### src/rtl/sat_counter_pkg.sv
// sat_counter_pkg: shared definitions for the saturating counter table.
//   - upd_op_e       : update opcode encodings (hold / increment / decrement / write)
//   - sweep_state_e  : attenuation sweep FSM states
//   - sat_inc/sat_dec: saturating arithmetic on a zero-extended counter value;
//                      sat_inc takes the live counter width so one function
//                      serves every table width up to MAX_CNT_W bits.
package sat_counter_pkg;

    localparam int unsigned MAX_CNT_W = 16;

    typedef enum logic [1:0] {
        OP_HOLD = 2'b00,
        OP_INC  = 2'b01,
        OP_DEC  = 2'b10,
        OP_WR   = 2'b11
    } upd_op_e;

    typedef enum logic {
        ST_IDLE  = 1'b0,
        ST_SWEEP = 1'b1
    } sweep_state_e;

    // Increment that sticks at 2^width-1.
    function automatic logic [MAX_CNT_W-1:0] sat_inc(
        input logic [MAX_CNT_W-1:0] val,
        input int unsigned          width
    );
        logic [MAX_CNT_W-1:0] max_val;
        // A shift by the full width yields 0, and 0-1 is all ones: still correct.
        max_val = (MAX_CNT_W'(1) << width) - MAX_CNT_W'(1);
        sat_inc = (val >= max_val) ? max_val : val + MAX_CNT_W'(1);
    endfunction

    // Decrement that sticks at 0; independent of width since the value is zero-extended.
    function automatic logic [MAX_CNT_W-1:0] sat_dec(
        input logic [MAX_CNT_W-1:0] val
    );
        sat_dec = (val == '0) ? '0 : val - MAX_CNT_W'(1);
    endfunction

endpackage

### src/rtl/sat_counter_sweep_ctrl.sv
// sat_counter_sweep_ctrl: attenuation sweep sequencer.
// Walks the table one group of LANES entries per cycle after an attenuation
// request; a request arriving while a sweep runs (including its final cycle)
// is remembered and starts a new sweep back-to-back. Extra requests collapse.
//   clk, rst_n : clock, asynchronous active-low reset
//   atten      : one-cycle attenuation request
//   busy       : sweep in progress (a pending sweep only exists while sweeping)
//   grp_vld    : a group is decayed on the coming edge
//   grp_idx    : index of that group (entries grp_idx*LANES .. +LANES-1)
module sat_counter_sweep_ctrl #(
    parameter int unsigned NGRP  = 32,
    parameter int unsigned GRP_W = 5
) (
    input  logic             clk,
    input  logic             rst_n,
    input  logic             atten,
    output logic             busy,
    output logic             grp_vld,
    output logic [GRP_W-1:0] grp_idx
);
    import sat_counter_pkg::*;

    localparam logic [GRP_W-1:0] LAST_GRP = GRP_W'(NGRP - 1);

    sweep_state_e     state_q, state_d;
    logic [GRP_W-1:0] ptr_q, ptr_d;
    logic             pend_q, pend_d;
    logic             busy_q, busy_d;

    // State register.
    always_ff @(posedge clk or negedge rst_n) begin
        if (!rst_n) begin
            state_q <= ST_IDLE;
            ptr_q   <= '0;
            pend_q  <= 1'b0;
            busy_q  <= 1'b0;
        end else begin
            state_q <= state_d;
            ptr_q   <= ptr_d;
            pend_q  <= pend_d;
            busy_q  <= busy_d;
        end
    end

    // Next-state logic.
    always_comb begin
        state_d = state_q;
        ptr_d   = ptr_q;
        pend_d  = pend_q;
        case (state_q)
            ST_IDLE: begin
                if (atten) begin
                    state_d = ST_SWEEP;
                    ptr_d   = '0;
                end
            end
            ST_SWEEP: begin
                if (ptr_q == LAST_GRP) begin
                    // A request on the final cycle restarts just like a stored one.
                    ptr_d  = '0;
                    pend_d = 1'b0;
                    if (!(pend_q || atten)) begin
                        state_d = ST_IDLE;
                    end
                end else begin
                    ptr_d = ptr_q + GRP_W'(1);
                    if (atten) begin
                        pend_d = 1'b1;
                    end
                end
            end
            default: begin
                state_d = ST_IDLE;
                ptr_d   = '0;
                pend_d  = 1'b0;
            end
        endcase
        busy_d = (state_d == ST_SWEEP);
    end

    // busy_q tracks state_q == ST_SWEEP, so it also qualifies the group.
    assign busy    = busy_q;
    assign grp_vld = busy_q;
    assign grp_idx = ptr_q;

endmodule

### src/rtl/sat_counter_table.sv
// sat_counter_table: table of DEPTH saturating counters of CNT_W bits.
//   Clk, Rest        : clock, asynchronous active-low reset
//   Atten/AttenBusy  : attenuation request / sweep in progress
//   RdEn/RdAddr      : read strobe and address; RdData is registered,
//                      read-before-write, and holds when RdEn is low
//   UpdEn/UpdAddr    : update strobe and address
//   UpdOp/UpdDin     : 00 hold, 01 inc, 10 dec, 11 write UpdDin
// An update hitting the group being swept wins over that entry's decay.
module sat_counter_table #(
    parameter int unsigned DEPTH  = 256,
    parameter int unsigned CNT_W  = 3,
    parameter int unsigned LANES  = 8,
    parameter int unsigned ADDR_W = $clog2(DEPTH)
) (
    input  logic              Clk,
    input  logic              Rest,
    input  logic              Atten,
    output logic              AttenBusy,
    input  logic              RdEn,
    input  logic [ADDR_W-1:0] RdAddr,
    output logic [CNT_W-1:0]  RdData,
    input  logic              UpdEn,
    input  logic [ADDR_W-1:0] UpdAddr,
    input  logic [1:0]        UpdOp,
    input  logic [CNT_W-1:0]  UpdDin
);
    import sat_counter_pkg::*;

    localparam int unsigned NGRP  = DEPTH / LANES;
    localparam int unsigned GRP_W = (NGRP > 1) ? $clog2(NGRP) : 1;

    logic [CNT_W-1:0] mem_q [DEPTH];
    logic [CNT_W-1:0] mem_d [DEPTH];
    logic [CNT_W-1:0] rd_data_q, rd_data_d;
    logic [CNT_W-1:0] upd_val_c;
    logic             grp_vld;
    logic [GRP_W-1:0] grp_idx;

    // Sweep sequencer.
    sat_counter_sweep_ctrl #(
        .NGRP  (NGRP),
        .GRP_W (GRP_W)
    ) u_sweep_ctrl (
        .clk     (Clk),
        .rst_n   (Rest),
        .atten   (Atten),
        .busy    (AttenBusy),
        .grp_vld (grp_vld),
        .grp_idx (grp_idx)
    );

    // Result of the requested update on the addressed entry.
    always_comb begin
        upd_val_c = mem_q[UpdAddr];
        case (upd_op_e'(UpdOp))
            OP_HOLD: upd_val_c = mem_q[UpdAddr];
            OP_INC:  upd_val_c = CNT_W'(sat_inc(MAX_CNT_W'(mem_q[UpdAddr]), CNT_W));
            OP_DEC:  upd_val_c = CNT_W'(sat_dec(MAX_CNT_W'(mem_q[UpdAddr])));
            OP_WR:   upd_val_c = UpdDin;
        endcase
    end

    // Per-entry merge: decay for the active group, then the update overrides.
    always_comb begin
        for (int unsigned i = 0; i < DEPTH; i++) begin
            mem_d[i] = mem_q[i];
            if (grp_vld && ((i / LANES) == 32'(grp_idx))) begin
                mem_d[i] = CNT_W'(sat_dec(MAX_CNT_W'(mem_q[i])));
            end
            if (UpdEn && (UpdAddr == ADDR_W'(i))) begin
                mem_d[i] = upd_val_c;
            end
        end
    end

    // Read register samples the pre-edge contents.
    always_comb begin
        rd_data_d = rd_data_q;
        if (RdEn) begin
            rd_data_d = mem_q[RdAddr];
        end
    end

    // Storage and read register.
    always_ff @(posedge Clk or negedge Rest) begin
        if (!Rest) begin
            for (int unsigned i = 0; i < DEPTH; i++) begin
                mem_q[i] <= '0;
            end
            rd_data_q <= '0;
        end else begin
            for (int unsigned i = 0; i < DEPTH; i++) begin
                mem_q[i] <= mem_d[i];
            end
            rd_data_q <= rd_data_d;
        end
    end

    assign RdData = rd_data_q;

endmodule
### config.mk
export PLATFORM = sky130hd
export DESIGN_NAME = sat_counter_table
export DESIGN_NICKNAME = d
export VERILOG_FILES = /design/src/rtl/sat_counter_pkg.sv /design/src/rtl/sat_counter_sweep_ctrl.sv /design/src/rtl/sat_counter_table.sv
export SDC_FILE = /design/constraint.sdc
export NUM_CORES = 2
export LEC_CHECK = 0
export CAP_MARGIN = 30
export CORE_MARGIN = 5
export CORE_UTILIZATION = 35
export CTS_BUF_LIST = sky130_fd_sc_hd__clkbuf_8
export CTS_CLUSTER_SIZE = 14
export DETAILED_ROUTE_END_ITERATION = 16
export GPL_ROUTABILITY_DRIVEN = 0
export GPL_TIMING_DRIVEN = 0
export PLACE_DENSITY_LB_ADDON = 0.2
export SYNTH_ARGS = -nofsm -noshare
export SYNTH_HDL_FRONTEND = slang
export SYNTH_SLANG_ARGS = --single-unit
### constraint.sdc
create_clock -name Clk -period 5 [get_ports Clk]
set_input_delay 1.25 -clock Clk [delete_from_list [all_inputs] [get_ports Clk]]
set_output_delay 1.25 -clock Clk [all_outputs]
set_load 0.05 [all_outputs]
==> summary.md <==
| Metric | Value |
|---|---|
| Final period util | 102.9% |
| Chip height | 432.7 µm |
| Initial drt markers | 7160 |
| Post-Route Skew | 0.07528 ns |
| Fmax | 0.1944 GHz |
| Synthesized area per cell | 9.926 µm² |
| Via count | 54940 |
| Least-Margin Pin Slew | 1.171 ns |
| # H-tree levels | 4 |
| CP endpoint kind | flop |
| Worst hold margin | 0.3671 ns |
| Cts bufs inserted | 161 |
| Top FF cell, synth | dfrtp_1 |
| Syn Nets | 6846 |
| Max-slew violations | 0 |
| Share of layout cells above drive strength 1 | 21.01% |
| DRT Wirelength | 277300 µm |
| Max IR drop VDD | 0.0002967 V |
| Hold buffer count at CTS | 0 |
| Worst flop-to-flop path startpoint | mem_q[72]$_DFFE_PN0P_ |
| PwrDens | 550.8 nW/µm² |
| Hpwl dp | 198300 µm |
| Adder-Cell Fraction of Synth Area | 10.43% |
| Non-filler cells, final | 9059 |
| Die ar. | 187200 µm² |
| Clk slew on worst S/H paths | 0.05 ns |
| Initial Util | 35.12% |
| Largest family of logic cells by synthesized area | multiplexers |
| Mapped cell area | 62530 µm² |
| Run status | complete, but fails checks |
| Vias per cell | 6.065 |
| Number of synthesized flops with an enable pin | 0 |
| CP max FO | 10 |
| Worst skew pair latency | 0.99 ns |
| Worst R2R Setup Slack | 0.22 ns |
| Routed WL per cell | 30.61 µm |
| Final hold violation count | 0 |
| Overall die width | 432.7 µm |
| Fin nets | 7123 |
| Layout area overhead | 14.32% |
| Clock Path Buffers | 3 |
| ANT nets after route | 0 |
| RSZ-0062 raised after global routing | true |
| Core ar. | 178000 µm² |
| Placement row count | 155 |
| Period minus WS final | 5.144 ns |
| Worst hold path type | in -> async |
| Cell variety after synth | 62 |
| Port Buffers | 20 |
| Total power | 0.03938 W |
| Crit-path max cell delay | 0.53 ns |
| Synth Area in Compound Gates | 18.43% |
| Failing checks | negative setup slack |
| DRT Pass-1 Iters | 8 |
| Mux contribution to synthesized area | 20.88% |
| Ys async rst share | 100.0% |
| WP data arrival | 5.93 ns |
| Synth warn | 0 |
| Worst reg-to-reg path cell count | 18 |
| Pleak | 31.63 nW |
| Sink Count | 778 |
| Slew HR | 21.80% |
| Crit path kind | in -> reg |
| Final worst slack | -0.1439 ns |
| Root Buffer Master | clkbuf_8 |
| Tot GR Track Use | 29.03% |
| XOR/XNOR share of the synthesized area | 0% |
| Core Util, Final | 40.15% |
| Synth Area in Simple Gates | 12.74% |
| Critical-path top delay cell | a2111oi_4 |
| Crit-path cells | buf_6 > buf_12 > buf_8 > nor2_2 > clkbuf_4 > a22oi_2 > a211oi_1 > buf_2 > a2111oi_4 > o21a_4 > inv_4 > ha_2 > ha_1 > nor2_1 > nand2_1 > nor2_2 > a211oi_4 > nor2_2 > buf_12 > clkbuf_16 > buf_6 > a21oi_1 |
| Sequential share of the synthesized area | 31.14% |
| CTS tree | done |
| Synth Register Bits | 778 |
| Gr ovfl total | 0 |
| CP most frequent cell | nor2_2 |
| First-pass GRT wire length | 388200 µm |
| Pin count of the biggest net entering global routing | 105 |
| I/O Pins | 30 |
| Final number of setup-violating endpoints | 567 |
| Vias in the first global route | 50530 |
| Critical R2R Capture | mem_q[238]$_DFFE_PN0P_ |
| Cells after DPL | 8720 |
| Crit start category | primary input |
| Critical Path RT | 5.79 ns |
| Initial antenna violation count | 15 |
| Gate Count Post-Synth | 6299 |
| # DRC | 0 |
| MaxCap Viol Count | 0 |
-- cell type report --
type,instances,area (µm²)
sequential,778,19470
multi-input combinational,4617,39390
buffer,379,2915
antenna,11,27.53
inverter,523,1968
clock inverter,79,426.7
clock buffer,201,2766
fill,17400,106600
tap,2355,2947
timing repair buffer,116,1570
-- cells in the final DEF, fill, tap and decap left out, types with 63 or more instances in the layout --
cell and instances:
dfrtp_1 778, o21ai_0 671, nor2_1 590, inv_1 574, ha_1 520, mux4_2 436, nand2_1 370, a21oi_1 336
mux2i_1 308, nor3_1 260, a211oi_1 259, clkbuf_8 201, a21oi_4 200, or2_2 199, clkbuf_1 180, or3_1 160
o31ai_1 63
-- synthesized netlist by cell type (34+ instances only) --
library cell  count  share of area (%)
a21oi_4         200                5.2
nand2_1         372                2.2
mux2i_1         319                5.1
or4_1            38               0.46
or3_1           160                1.6
buf_1            34               0.20
a211oi_1        260                3.1
dfrtp_1         778                 31
o21ai_0         674                5.4
inv_1           520                3.1
a21oi_1         339                2.7
mux4_2          436                 16
a22oi_1          47               0.56
o31ai_1          64               0.77
ha_1            521                 10
clkbuf_1        223                1.3
nor2_1          595                3.6
nor3_1          261                2.1
buf_2            68               0.54
or2_2           199                2.0
-- flip-flops by register name, summed over array words and instances (netlist names) --
name / count
RdData: 3
u_sweep_ctrl.grp_idx: 5
u_sweep_ctrl.state_q: 1
mem_q: 768
u_sweep_ctrl.pend_q: 1
-- report_power, final --
group	switching [W]	total (W)	internal (W)
clock network	0.00330	0.00701	0.00370
logic	0.0102	0.0184	0.00829
registers	0.00473	0.0139	0.00919
total	0.0182	0.0394	0.0212
-- worst max-delay path: cells and delay by family --
kind	cells	cell delay [ns]
fa+ha+maj	2	0.39
simple gates	5	0.78
compound gates	6	1.49
buf+inv	9	1.88
-- through the flow --
stage           TNS (ns)  worst slack [ns]  area (µm²)
3_3_place_gp           -            -37.33       65670
3_5_place_dp    -2470.08            -3.567       66570
2_1_floorplan          0           0.09799       62530
5_1_grt         -0.08145          -0.01293       71460
6_report          -31.40           -0.1439       71480
4_1_cts        -0.001368         -0.001368       71230
-- cells by family after synthesis --
kind of cell             count (synthesis)
flip-flops                             778
AND/OR/NAND/NOR                       1707
multiplexers                           759
AO/OA/AOI/OAI                         1630
buffers and inverters                  904
adder cells (fa/ha/maj)                521
-- per-layer routing --
metal / routed length (µm) / global-route usage [%] / part of all wire, % / vias up
li1: - / - / - / 23200
met1: 107400 / 37.07 / 39 / 27670
met2: 115400 / 41.62 / 42 / 3173
met3: 31910 / 9.929 / 12 / 890
met4: 22480 / 19.12 / 8.1 / 6
met5: 85 / 0.2342 / 0.031 / -
-- worst max path at each step --
| stage | slack, ns | start | cells after the start | to |
|---|---|---|---|---|
| 3_5_place_dp | -3.57 | UpdAddr[3] | 21 | mem_q[484]$_DFFE_PN0P_ |
| 6_report | -0.14 | UpdAddr[3] | 22 | mem_q[238]$_DFFE_PN0P_ |
| 3_3_place_gp | -37.33 | Rest | 1 | mem_q[657]$_DFFE_PN0P_ |
| 2_1_floorplan | 0.1 | UpdAddr[0] | 20 | mem_q[10]$_DFFE_PN0P_ |
| 4_1_cts | -0.001 | UpdAddr[1] | 21 | mem_q[551]$_DFFE_PN0P_ |
| 5_1_grt | -0.01 | UpdAddr[1] | 21 | mem_q[274]$_DFFE_PN0P_ |
-- what timing repair did --
| action | CTS | global route |
|---|---|---|
| pin swaps | 7 | 3 |
| buffers inserted | 45 | 3 |
| gates cloned | 0 | 1 |
| setup endpoints to repair | 770 | 738 |
| gates resized for setup | 274 | 57 |
(Power assumes the default switching activity.)
